===== src/rtl/mips_pkg.sv =====
// Shared MIPS datapath definitions: the default word width, the skid-buffer
// state names and a select range check used by the operand selectors.
package mips_pkg;

  localparam int WORD_W = 32;

  // Buffer occupancy, derived from the valid bits and kept for debug visibility
  typedef enum logic [1:0] {
    EMPTY = 2'd0,
    ONE   = 2'd1,
    FULL  = 2'd2
  } buf_state_t;

  // True when a select value addresses one of the n existing sources
  function automatic logic sel_in_range(input int unsigned sel, input int unsigned n);
    return sel < n;
  endfunction

endpackage


===== src/rtl/mux_n.sv =====
// Combinational N-way selector. Out-of-range selects produce zero and raise
// oor so the caller can flag the bad beat.
module mux_n
  import mips_pkg::*;
#(
  parameter int WIDTH = WORD_W,
  parameter int N     = 4,
  parameter int SELW  = $clog2(N)
) (
  input  logic [N*WIDTH-1:0] data_in,
  input  logic [SELW-1:0]    sel,
  output logic [WIDTH-1:0]   data_out,
  output logic               oor
);

  // Scan the sources for the matching index; nothing matches when out of range
  always_comb begin
    data_out = '0;
    oor      = !sel_in_range(32'(sel), N);
    for (int k = 0; k < N; k++) begin
      if (sel == SELW'(k)) begin
        data_out = data_in[k*WIDTH +: WIDTH];
      end
    end
  end

endmodule


===== src/rtl/mux_pipe.sv =====
// Pipelined N-way operand selector with a valid/ready handshake. A main
// output register plus one skid register keep full throughput while
// in_ready depends only on registered state. Accepted beats are counted
// and any out-of-range select is remembered until reset.
module mux_pipe
  import mips_pkg::*;
#(
  parameter int WIDTH = WORD_W,
  parameter int N     = 4,
  parameter int SELW  = $clog2(N),
  parameter int CNTW  = 16
) (
  input  logic                clk,
  input  logic                rst,
  input  logic [N*WIDTH-1:0]  data_in,
  input  logic [SELW-1:0]     sel,
  input  logic                in_valid,
  output logic                in_ready,
  output logic [WIDTH-1:0]    out_data,
  output logic                out_valid,
  input  logic                out_ready,
  output logic                sel_err,
  output logic [CNTW-1:0]     beat_cnt
);

  logic [WIDTH-1:0] cap_data;
  logic             cap_oor;
  logic [WIDTH-1:0] main_data;
  logic             main_valid;
  logic [WIDTH-1:0] skid_data;
  logic             skid_valid;
  logic             accept;
  logic             drain;
  buf_state_t       state;

  mux_n #(
    .WIDTH (WIDTH),
    .N     (N),
    .SELW  (SELW)
  ) u_mux (
    .data_in  (data_in),
    .sel      (sel),
    .data_out (cap_data),
    .oor      (cap_oor)
  );

  // Occupancy state and handshake qualifiers; in_ready never looks at out_ready
  always_comb begin
    state = EMPTY;
    if (skid_valid) begin
      state = FULL;
    end else if (main_valid) begin
      state = ONE;
    end
    in_ready = (state != FULL) && !rst;
    accept   = in_valid && in_ready;
    drain    = main_valid && out_ready;
  end

  // Two-entry buffer: new beats go to main when it is free or being drained,
  // otherwise into skid; a drain from FULL promotes skid into main
  always_ff @(posedge clk or posedge rst) begin
    if (rst) begin
      main_data  <= '0;
      main_valid <= 1'b0;
      skid_data  <= '0;
      skid_valid <= 1'b0;
    end else begin
      if (accept && (!main_valid || drain)) begin
        main_data  <= cap_data;
        main_valid <= 1'b1;
      end else if (accept) begin
        skid_data  <= cap_data;
        skid_valid <= 1'b1;
      end else if (drain) begin
        if (skid_valid) begin
          main_data  <= skid_data;
          skid_valid <= 1'b0;
        end else begin
          main_valid <= 1'b0;
        end
      end
    end
  end

  // Beat counter wraps naturally; the error flag is sticky until reset
  always_ff @(posedge clk or posedge rst) begin
    if (rst) begin
      beat_cnt <= '0;
      sel_err  <= 1'b0;
    end else if (accept) begin
      beat_cnt <= beat_cnt + 1'b1;
      if (cap_oor) begin
        sel_err <= 1'b1;
      end
    end
  end

  assign out_data  = main_data;
  assign out_valid = main_valid;

endmodule


===== config.mk =====
export PLATFORM = sky130hd
export DESIGN_NAME = mux_pipe
export DESIGN_NICKNAME = d
export VERILOG_FILES = /design/src/rtl/mips_pkg.sv /design/src/rtl/mux_n.sv /design/src/rtl/mux_pipe.sv
export SDC_FILE = /design/constraint.sdc
export NUM_CORES = 1
export LEC_CHECK = 0
export CORE_ASPECT_RATIO = 1.1
export CORE_MARGIN = 5
export CORE_UTILIZATION = 45
export DETAILED_ROUTE_END_ITERATION = 8
export GPL_TIMING_DRIVEN = 1
export MAX_ROUTING_LAYER = met4
export PLACE_DENSITY = 0.85
export RECOVER_POWER = 25
export SYNTH_ARGS = -nofsm -noshare
export SYNTH_HDL_FRONTEND = slang
export SYNTH_SLANG_ARGS = --single-unit

===== constraint.sdc =====
create_clock -name clk -period 5.6 [get_ports clk]
set_input_delay 0.84 -clock clk [delete_from_list [all_inputs] [get_ports clk]]
set_output_delay 0.84 -clock clk [all_outputs]
set_load 0.005 [all_outputs]

==> results of run 1 <==
cells in the final DEF (no fill, tap or decap), types with 5 or more instances in the layout:
cell,synthesis,layout
mux4_2,32,32
nand3_1,6,6
dfrtp_1,82,82
o21ai_0,25,25
xnor2_1,13,13
clkdlybuf4s50_1,0,178
mux2_4,30,30
nand4_1,5,5
nand2_1,41,41
o22ai_1,32,32
clkbuf_8,0,10
o21ai_1,9,8
worst max-delay path by stage:
| stage | slack (ns) | endpoint | cells after the start |
|---|---|---|---|
| floorplan | 2.65 | beat_cnt[0]$_DFFE_PP0P_ | 1 |
| global placement | 2.32 | out_data[13]$_DFFE_PP0P_ | 6 |
| detailed placement | 2.19 | out_data[28]$_DFFE_PP0P_ | 6 |
| CTS | 2.58 | out_data[28]$_DFFE_PP0P_ | 6 |
| global route | 2.22 | out_data[2]$_DFFE_PP0P_ | 6 |
| finish | 2.41 | out_data[28]$_DFFE_PP0P_ | 6 |
worst min-delay path, stage by stage (launching register included):
cell and delay (ns):
dfrtp_1 0.35, nand2_1 0.05, o21ai_0 0.06
metrics by stage:
| step | setup slack, ns | instance area, um2 | utilization (%) | instances |
|---|---|---|---|---|
| global placement | 2.32 | 6110 | 65.6 | 602 |
| finish | 2.41 | 6320 | 67.9 | 618 |
| global route | 2.22 | 6320 | 67.9 | 618 |
| detailed placement | 2.19 | 6110 | 65.6 | 602 |
| floorplan | 2.65 | 4270 | - | 324 |
| CTS | 2.58 | 6320 | 68.0 | 618 |
flip-flops by register name, indices dropped and copies added, names as in the netlist:
register / flops
beat_cnt: 16
out_data: 32
out_valid: 1
skid_data: 32
skid_valid: 1
power breakdown:
group | switching [uW] | internal (uW) | total, uW | leakage (uW)
combinational | 350 | 603 | 952 | 0.00144
sequential | 162 | 839 | 1000 | 0.00103
clock | 206 | 262 | 468 | 0.000109
layout make-up:
type | instances | area share, %
inverters | 3 | 0.198
clock inverters | 5 | 1.23
multi-input cells | 214 | 32.4
clock buffers | 11 | 2.24
well taps | 117 | 2.32
flip-flops and latches | 82 | 32.5
repair buffers | 186 | 29.2
logic make-up (layout without fill, tap and decap cells):
| logic type | Yosys count | after routing | synth area share (%) |
|---|---|---|---|
| DFF | 82 | 82 | 48.1 |
| AOI/OAI and AO/OA | 68 | 68 | 8.91 |
| and+or+nand+nor | 65 | 65 | 7.33 |
| muxes | 64 | 64 | 28.0 |
| buffers and inverters | 28 | 205 | 4.22 |
| xor gates and xnor gates | 15 | 15 | 3.08 |
| adders and majority gates | 1 | 1 | 0.293 |
| other | 1 | 1 | 0.0879 |
metal layers:
layer / part of all wire [%] / wire length (um)
met5: 0 / 0
met4: 1.6 / 180
met3: 6.5 / 740
met2: 53 / 5950
met1: 39 / 4440
==> results by group, run 1 <==
Synth
  – Cell with the most instances after synthesis: dfrtp_1
  – Synth cell types: 33
  – Synth Flop Type: dfrtp_1
  – Cells after synthesis: 324
  – Area leader, netlist: dfrtp_1
  – Syn_nets: 459
  – Yosys top cell area share: 48.1%
  – Yosys warnings: 0
  – Avg Cell Area, Syn: 13.2 um2
  – Synth async-reset ratio: 100%
  – Sequential share of the synthesized area: 48.1%
  – Synth top cells by count: 82 x dfrtp_1, 41 x nand2_1, 32 x mux4_2, 32 x o22ai_1, 30 x mux2_4
  – EDFF count, synth: 0
  – Top cells by area, synth: dfrtp_1 48%, mux4_2 17%, mux2_4 11%, o22ai_1 4.7%, nand2_1 3.6%
  – Cell Area, Synth: 0.00427 mm2
  – Seq cells post-synth: 82

Global routing
  – Total Routing Usage GR: 20.7%
  – Met3 usage: 3.92%
  – Met1 usage: 24.8%
  – Busiest grt layer: met2
  – Antenna violations before repair: 0
  – Total congestion overflow: 0
  – Largest net degree at the start of global routing: 83
  – First-pass GRT wire length: 18200 um
  – Vias in the first global route: 3655
  – GRT met2 Usage: 35.4%

Timing
  – Max_slew headroom: -30.4%
  – Peak Freq: 0.313 GHz
  – Final hold vios: 0
  – Worst Max-Slew Pin Slew: 1.96 ns
  – Slew Limit Fails: 83
  – Hold slack: 0.484 ns
  – Post-layout min period: 3.19 ns
  – RSZ-0062 raised after global routing: no
  – Final worst path period share: 57.0%
  – Setup TNS Final: 0 ns
  – # setup viols final: 0
  – Fin Clk Skew: 0.00923 ns

CTS
  – Insertion delay to the later sink of the worst-skew pair: 0.34 ns
  – CTS buffer count: 9
  – H-Tree Depth: 3
  – Resize count post-CTS: 0
  – Postcts setup bufs: 0
  – Clock buffer depth: 2
  – # hold bufs at CTS: 0
  – TritonCTS clock tree: done
  – Clk sinks: 82
  – Cell at the root of the clock tree: clkbuf_8
  – Clk slew on worst S/H paths: 0.08 ns

Detailed routing
  – Drc violations: 0
  – First-pass detailed-route iteration total: 4
  – Via density: 5.45
  – DR WL/cell: 18.3 um
  – Antenna Nets Post-Route: 0
  – Starting DRC count in detailed routing: 117
  – Post-Route WL: 11300 um
  – Via count: 3366

Setup path
  – Crit. End Element: flip-flop
  – CP Launch Point: rst
  – FF-to-FF Start: skid_valid$_DFFE_PP0P_
  – Family with the most delay on the worst path: buffers and inverters
  – Critical path's slowest cell: nand2_1
  – Worst r2r path cells: 5
  – Buffers & Inverters on Critical Path: 2
  – Setup slack, reg-to-reg: 3.04 ns
  – Worst path arrival time: 3.40 ns
  – Critical Path Start Type: primary input
  – Largest stage delay on the critical path: 0.79 ns
  – Crit path cell chain: dlygate4sd3_1 -> nor3b_1 -> buf_4 -> nand2_1 -> o22ai_1 -> o21ai_1
  – Worst Path Max Fanout: 38
  – Reg2reg end: out_data[28]$_DFFE_PP0P_
  – Req. time, crit path: 5.80 ns
  – CP Class: in -> reg

Floorplan
  – I/O Pins: 185
  – Core area: 0.00931 mm2
  – Die height: 112 um
  – Row count: 37
  – Die ar.: 0.0115 mm2
  – Starting Density: 45.9%
  – Die width: 103 um

Min path
  – Min-Delay Endpoint: out_data[5]$_DFFE_PP0P_
  – HP Start: out_data[5]$_DFFE_PP0P_
  – HP Class: reg -> reg
  – Hold Path Stages: 2

Pwr
  – Power, Total: 2420 uW
  – PwrDens: 383 mW/mm2
  – Lkg Pwr: 0.00257 uW
  – Max VDD drop: 154 uV

Run
  – Max-cap violations: 1

Cells and area
  – # diodes: 0
  – Net count, final: 631
  – FILL cells: 676
  – Synth-to-Final Area Change: 48.1%
  – Register area: 0.00205 mm2
  – Layout cell share with drive strength beyond 1: 17.8%
  – Footprint of the multi-input gates: 0.00205 mm2

Outcome
  – Failing checks: capacitance limit, slew limit
  – Status: complete, but fails checks

Place
  – Final HPWL DP: 8320 um
  – # port buffers: 183
  – RD Place Congestion: 0.791
Power figures use the tool's default switching activity.
==> inputs of run 2 (changes only) <==
- CORE_UTILIZATION: 45 -> 43
- PLACE_DENSITY: 0.85 -> 0.81
- clock period: 5.6 -> 2.98 ns (I/O delays scaled with it)
==> run 2 against run 1 <==
  * The flow finishes with violations (capacitance limit)
  * Clock power up 63%
  * Global-route usage down 1.7 points
  * Clock skew up 0.0019 ns
  * Largest power group unchanged
  * Die area up 4.2%
  * Highest routed layer unchanged
  * Flip-flop and latch count unchanged
==> results by group, run 2 (synthesized netlist as in run 1, its figures left out) <==
Setup path
  – Critical Path Start Type: primary input
  – Crit path cell chain: dlygate4sd3_1 -> or3b_1 -> nor2_8 -> buf_12 -> mux2_2
  – Req. time, crit path: 3.22 ns (-2.58 ns)
  – CP Launch Point: rst
  – Largest stage delay on the critical path: 0.60 ns (-0.19 ns)
  – Worst r2r path cells: 4 (-1)
  – Worst path arrival time: 2.47 ns (-0.93 ns)
  – Worst Path Max Fanout: 32 (-16%)
  – Critical path's slowest cell: dlygate4sd3_1
  – Setup slack, reg-to-reg: 0.99 ns (-2.05 ns)
  – Crit. End Element: flip-flop
  – Reg2reg end: skid_data[31]$_DFFE_PP0P_
  – Buffers & Inverters on Critical Path: 2 (unchanged)
  – CP Class: in -> reg
  – Family with the most delay on the worst path: buffers and inverters
  – FF-to-FF Start: skid_valid$_DFFE_PP0P_

Global routing
  – Vias in the first global route: 3651 (-0.11%)
  – Antenna violations before repair: 0 (unchanged)
  – Largest net degree at the start of global routing: 38 (-54%)
  – Total Routing Usage GR: 19.0% (-1.7 points)
  – Total congestion overflow: 0 (unchanged)
  – First-pass GRT wire length: 17700 um (-2.6%)

Cells and area
  – Most frequent cells in the layout: 181 x clkdlybuf4s50_1, 82 x dfrtp_1, 41 x nand2_1, 32 x mux4_2, 32 x o22ai_1
  – FILL cells: 766 (+13%)
  – Most common cell after layout, fill and taps aside: clkdlybuf4s50_1
  – # diodes: 0 (unchanged)
  – Layout cell share with drive strength beyond 1: 19.1% (+1.3 points)
  – Register area: 0.00205 mm2 (unchanged)
  – Footprint of the multi-input gates: 0.00205 mm2 (+0.24%)
  – Net count, final: 638 (+1.1%)
  – Synth-to-Final Area Change: 49.5%

Outcome
  – Failing checks: capacitance limit
  – Status: complete, but fails checks

Pwr
  – Combinational power share: 40.7% (+1.4 points)
  – Switch share: 30.5% (+0.85 points)
  – Max VDD drop: 304 uV (+97%)
  – Int Power: 3100 uW (+82%)
  – Lkg Pwr: 0.00260 uW (+0.95%)
  – Sequential power share: 42.2% (+0.8 points)
  – Power, Total: 4460 uW (+84%)
  – Switching Power: 1360 uW (+90%)
  – PwrDens: 699 mW/mm2 (+82%)
  – Clk pwr share: 17.1% (-2.2 points)

Run
  – Max-cap violations: 1 (unchanged)

Timing
  – Setup TNS Final: 0 ns (unchanged)
  – Post-layout min period: 2.23 ns
  – Worst Max-Slew Pin Slew: 1.49 ns (-0.466 ns)
  – Fin Clk Skew: 0.0112 ns (+0.00192 ns)
  – Max_slew headroom: 0.0945% (+31 points)
  – # setup viols final: 0 (unchanged)
  – Peak Freq: 0.448 GHz
  – Final hold vios: 0 (unchanged)
  – RSZ-0062 raised after global routing: no
  – Slew Limit Fails: 0 (-100%)
  – Final worst path period share: 74.9%

Detailed routing
  – Via density: 5.37 (-1.3%)
  – Via count: 3375 (+0.27%)
  – Drc violations: 0 (unchanged)
  – Post-Route WL: 11100 um (-1.4%)
  – DR WL/cell: 17.8 um (-3.0%)
  – First-pass detailed-route iteration total: 4 (unchanged)
  – Starting DRC count in detailed routing: 140 (+20%)
  – Antenna Nets Post-Route: 0 (unchanged)

CTS
  – Cell at the root of the clock tree: clkbuf_8
  – Resize count post-CTS: 0 (unchanged)
  – Clock buffer depth: 2 (unchanged)
  – Clk slew on worst S/H paths: 0.08 ns (about the same)
  – Clk sinks: 82 (unchanged)
  – CTS buffer count: 9 (unchanged)
  – # hold bufs at CTS: 0 (unchanged)
  – TritonCTS clock tree: done
  – Insertion delay to the later sink of the worst-skew pair: 0.34 ns (about the same)
  – Postcts setup bufs: 0 (unchanged)
  – H-Tree Depth: 3 (unchanged)

Floorplan
  – Core area: 0.00979 mm2 (+5.3%)
  – Row count: 38 (+2.7%)
  – Die ar.: 0.0120 mm2 (+4.2%)
  – Starting Density: 43.6% (-2.3 points)
  – Die width: 105 um (+2.1%)
  – I/O Pins: 185 (unchanged)
  – Die height: 114 um (+2.1%)

Place
  – Final HPWL DP: 8590 um (+3.2%)
  – RD Place Congestion: 0.847 (+7.2%)
  – # port buffers: 183 (unchanged)

Min path
  – HP Start: out_data[16]$_DFFE_PP0P_
  – Min-Delay Endpoint: out_data[16]$_DFFE_PP0P_
  – Hold Path Stages: 2 (unchanged)
  – HP Class: reg -> reg
run 2: cell count changes in the layout (fill, tap and decap cells not counted), sizes merged:
cell / before / now
buf: 4 / 10
clkinvlp: 2 / 3
bufinv: 2 / 0
clkdlybuf4s50: 178 / 181
dlygate4sd3: 3 / 1
clkbuf: 12 / 13
run 2: worst max path at each step:
stage                                endpoint  slack (ns)  depth (start not counted)
finish              skid_data[31]$_DFFE_PP0P_        0.75                          5
global route         skid_data[9]$_DFFE_PP0P_        0.53                          3
CTS                 skid_data[31]$_DFFE_PP0P_        0.87                          5
detailed placement  skid_data[31]$_DFFE_PP0P_        0.49                          5
global placement    skid_data[31]$_DFFE_PP0P_        0.53                          5
floorplan             beat_cnt[0]$_DFFE_PP0P_        0.42                          1
run 2: cell type report:
type | instances | area share, %
clock buffer | 12 | 2.59
clock inverter | 4 | 0.392
inverter | 3 | 0.196
multi-input combinational | 214 | 32.1
sequential | 82 | 32.2
tap | 120 | 2.35
timing repair buffer | 193 | 30.2
run 2: stage by stage:
stage,utilization [%],instance area (um2),std cells,hold WS (ns),worst slack [ns]
floorplan,-,4270,324,0.468,0.425
global placement,63.2,6190,612,0.462,0.535
detailed placement,63.2,6190,612,0.472,0.488
CTS,65.2,6380,628,0.486,0.870
global route,65.1,6380,628,0.503,0.532
finish,65.1,6380,628,0.480,0.749
run 2: power groups by stage:
stage / clock network (uW) / logic, uW / registers [uW]
floorplan: 0 / 960 / 1850
global placement: 0 / 1780 / 1870
detailed placement: 0 / 1850 / 1890
CTS: 779 / 1850 / 1880
global route: 824 / 1980 / 1940
finish: 762 / 1820 / 1880
run 2: worst register-to-register path: cells and delay by family, from the launching register on:
family,cells,cell delay [ns]
multiplexers,1,0.38
buffers and inverters,1,0.27
AND/OR/NAND/NOR,2,0.80
flip-flops,1,0.44
run 2: layer usage:
metal	vias up	share of wire, %	global-route usage [%]
met2	136	52	32.1
met4	0	2.1	8.53
met1	1652	41	22.3
met3	21	5.5	3.38
li1	1566	-	-
met5	-	0	-
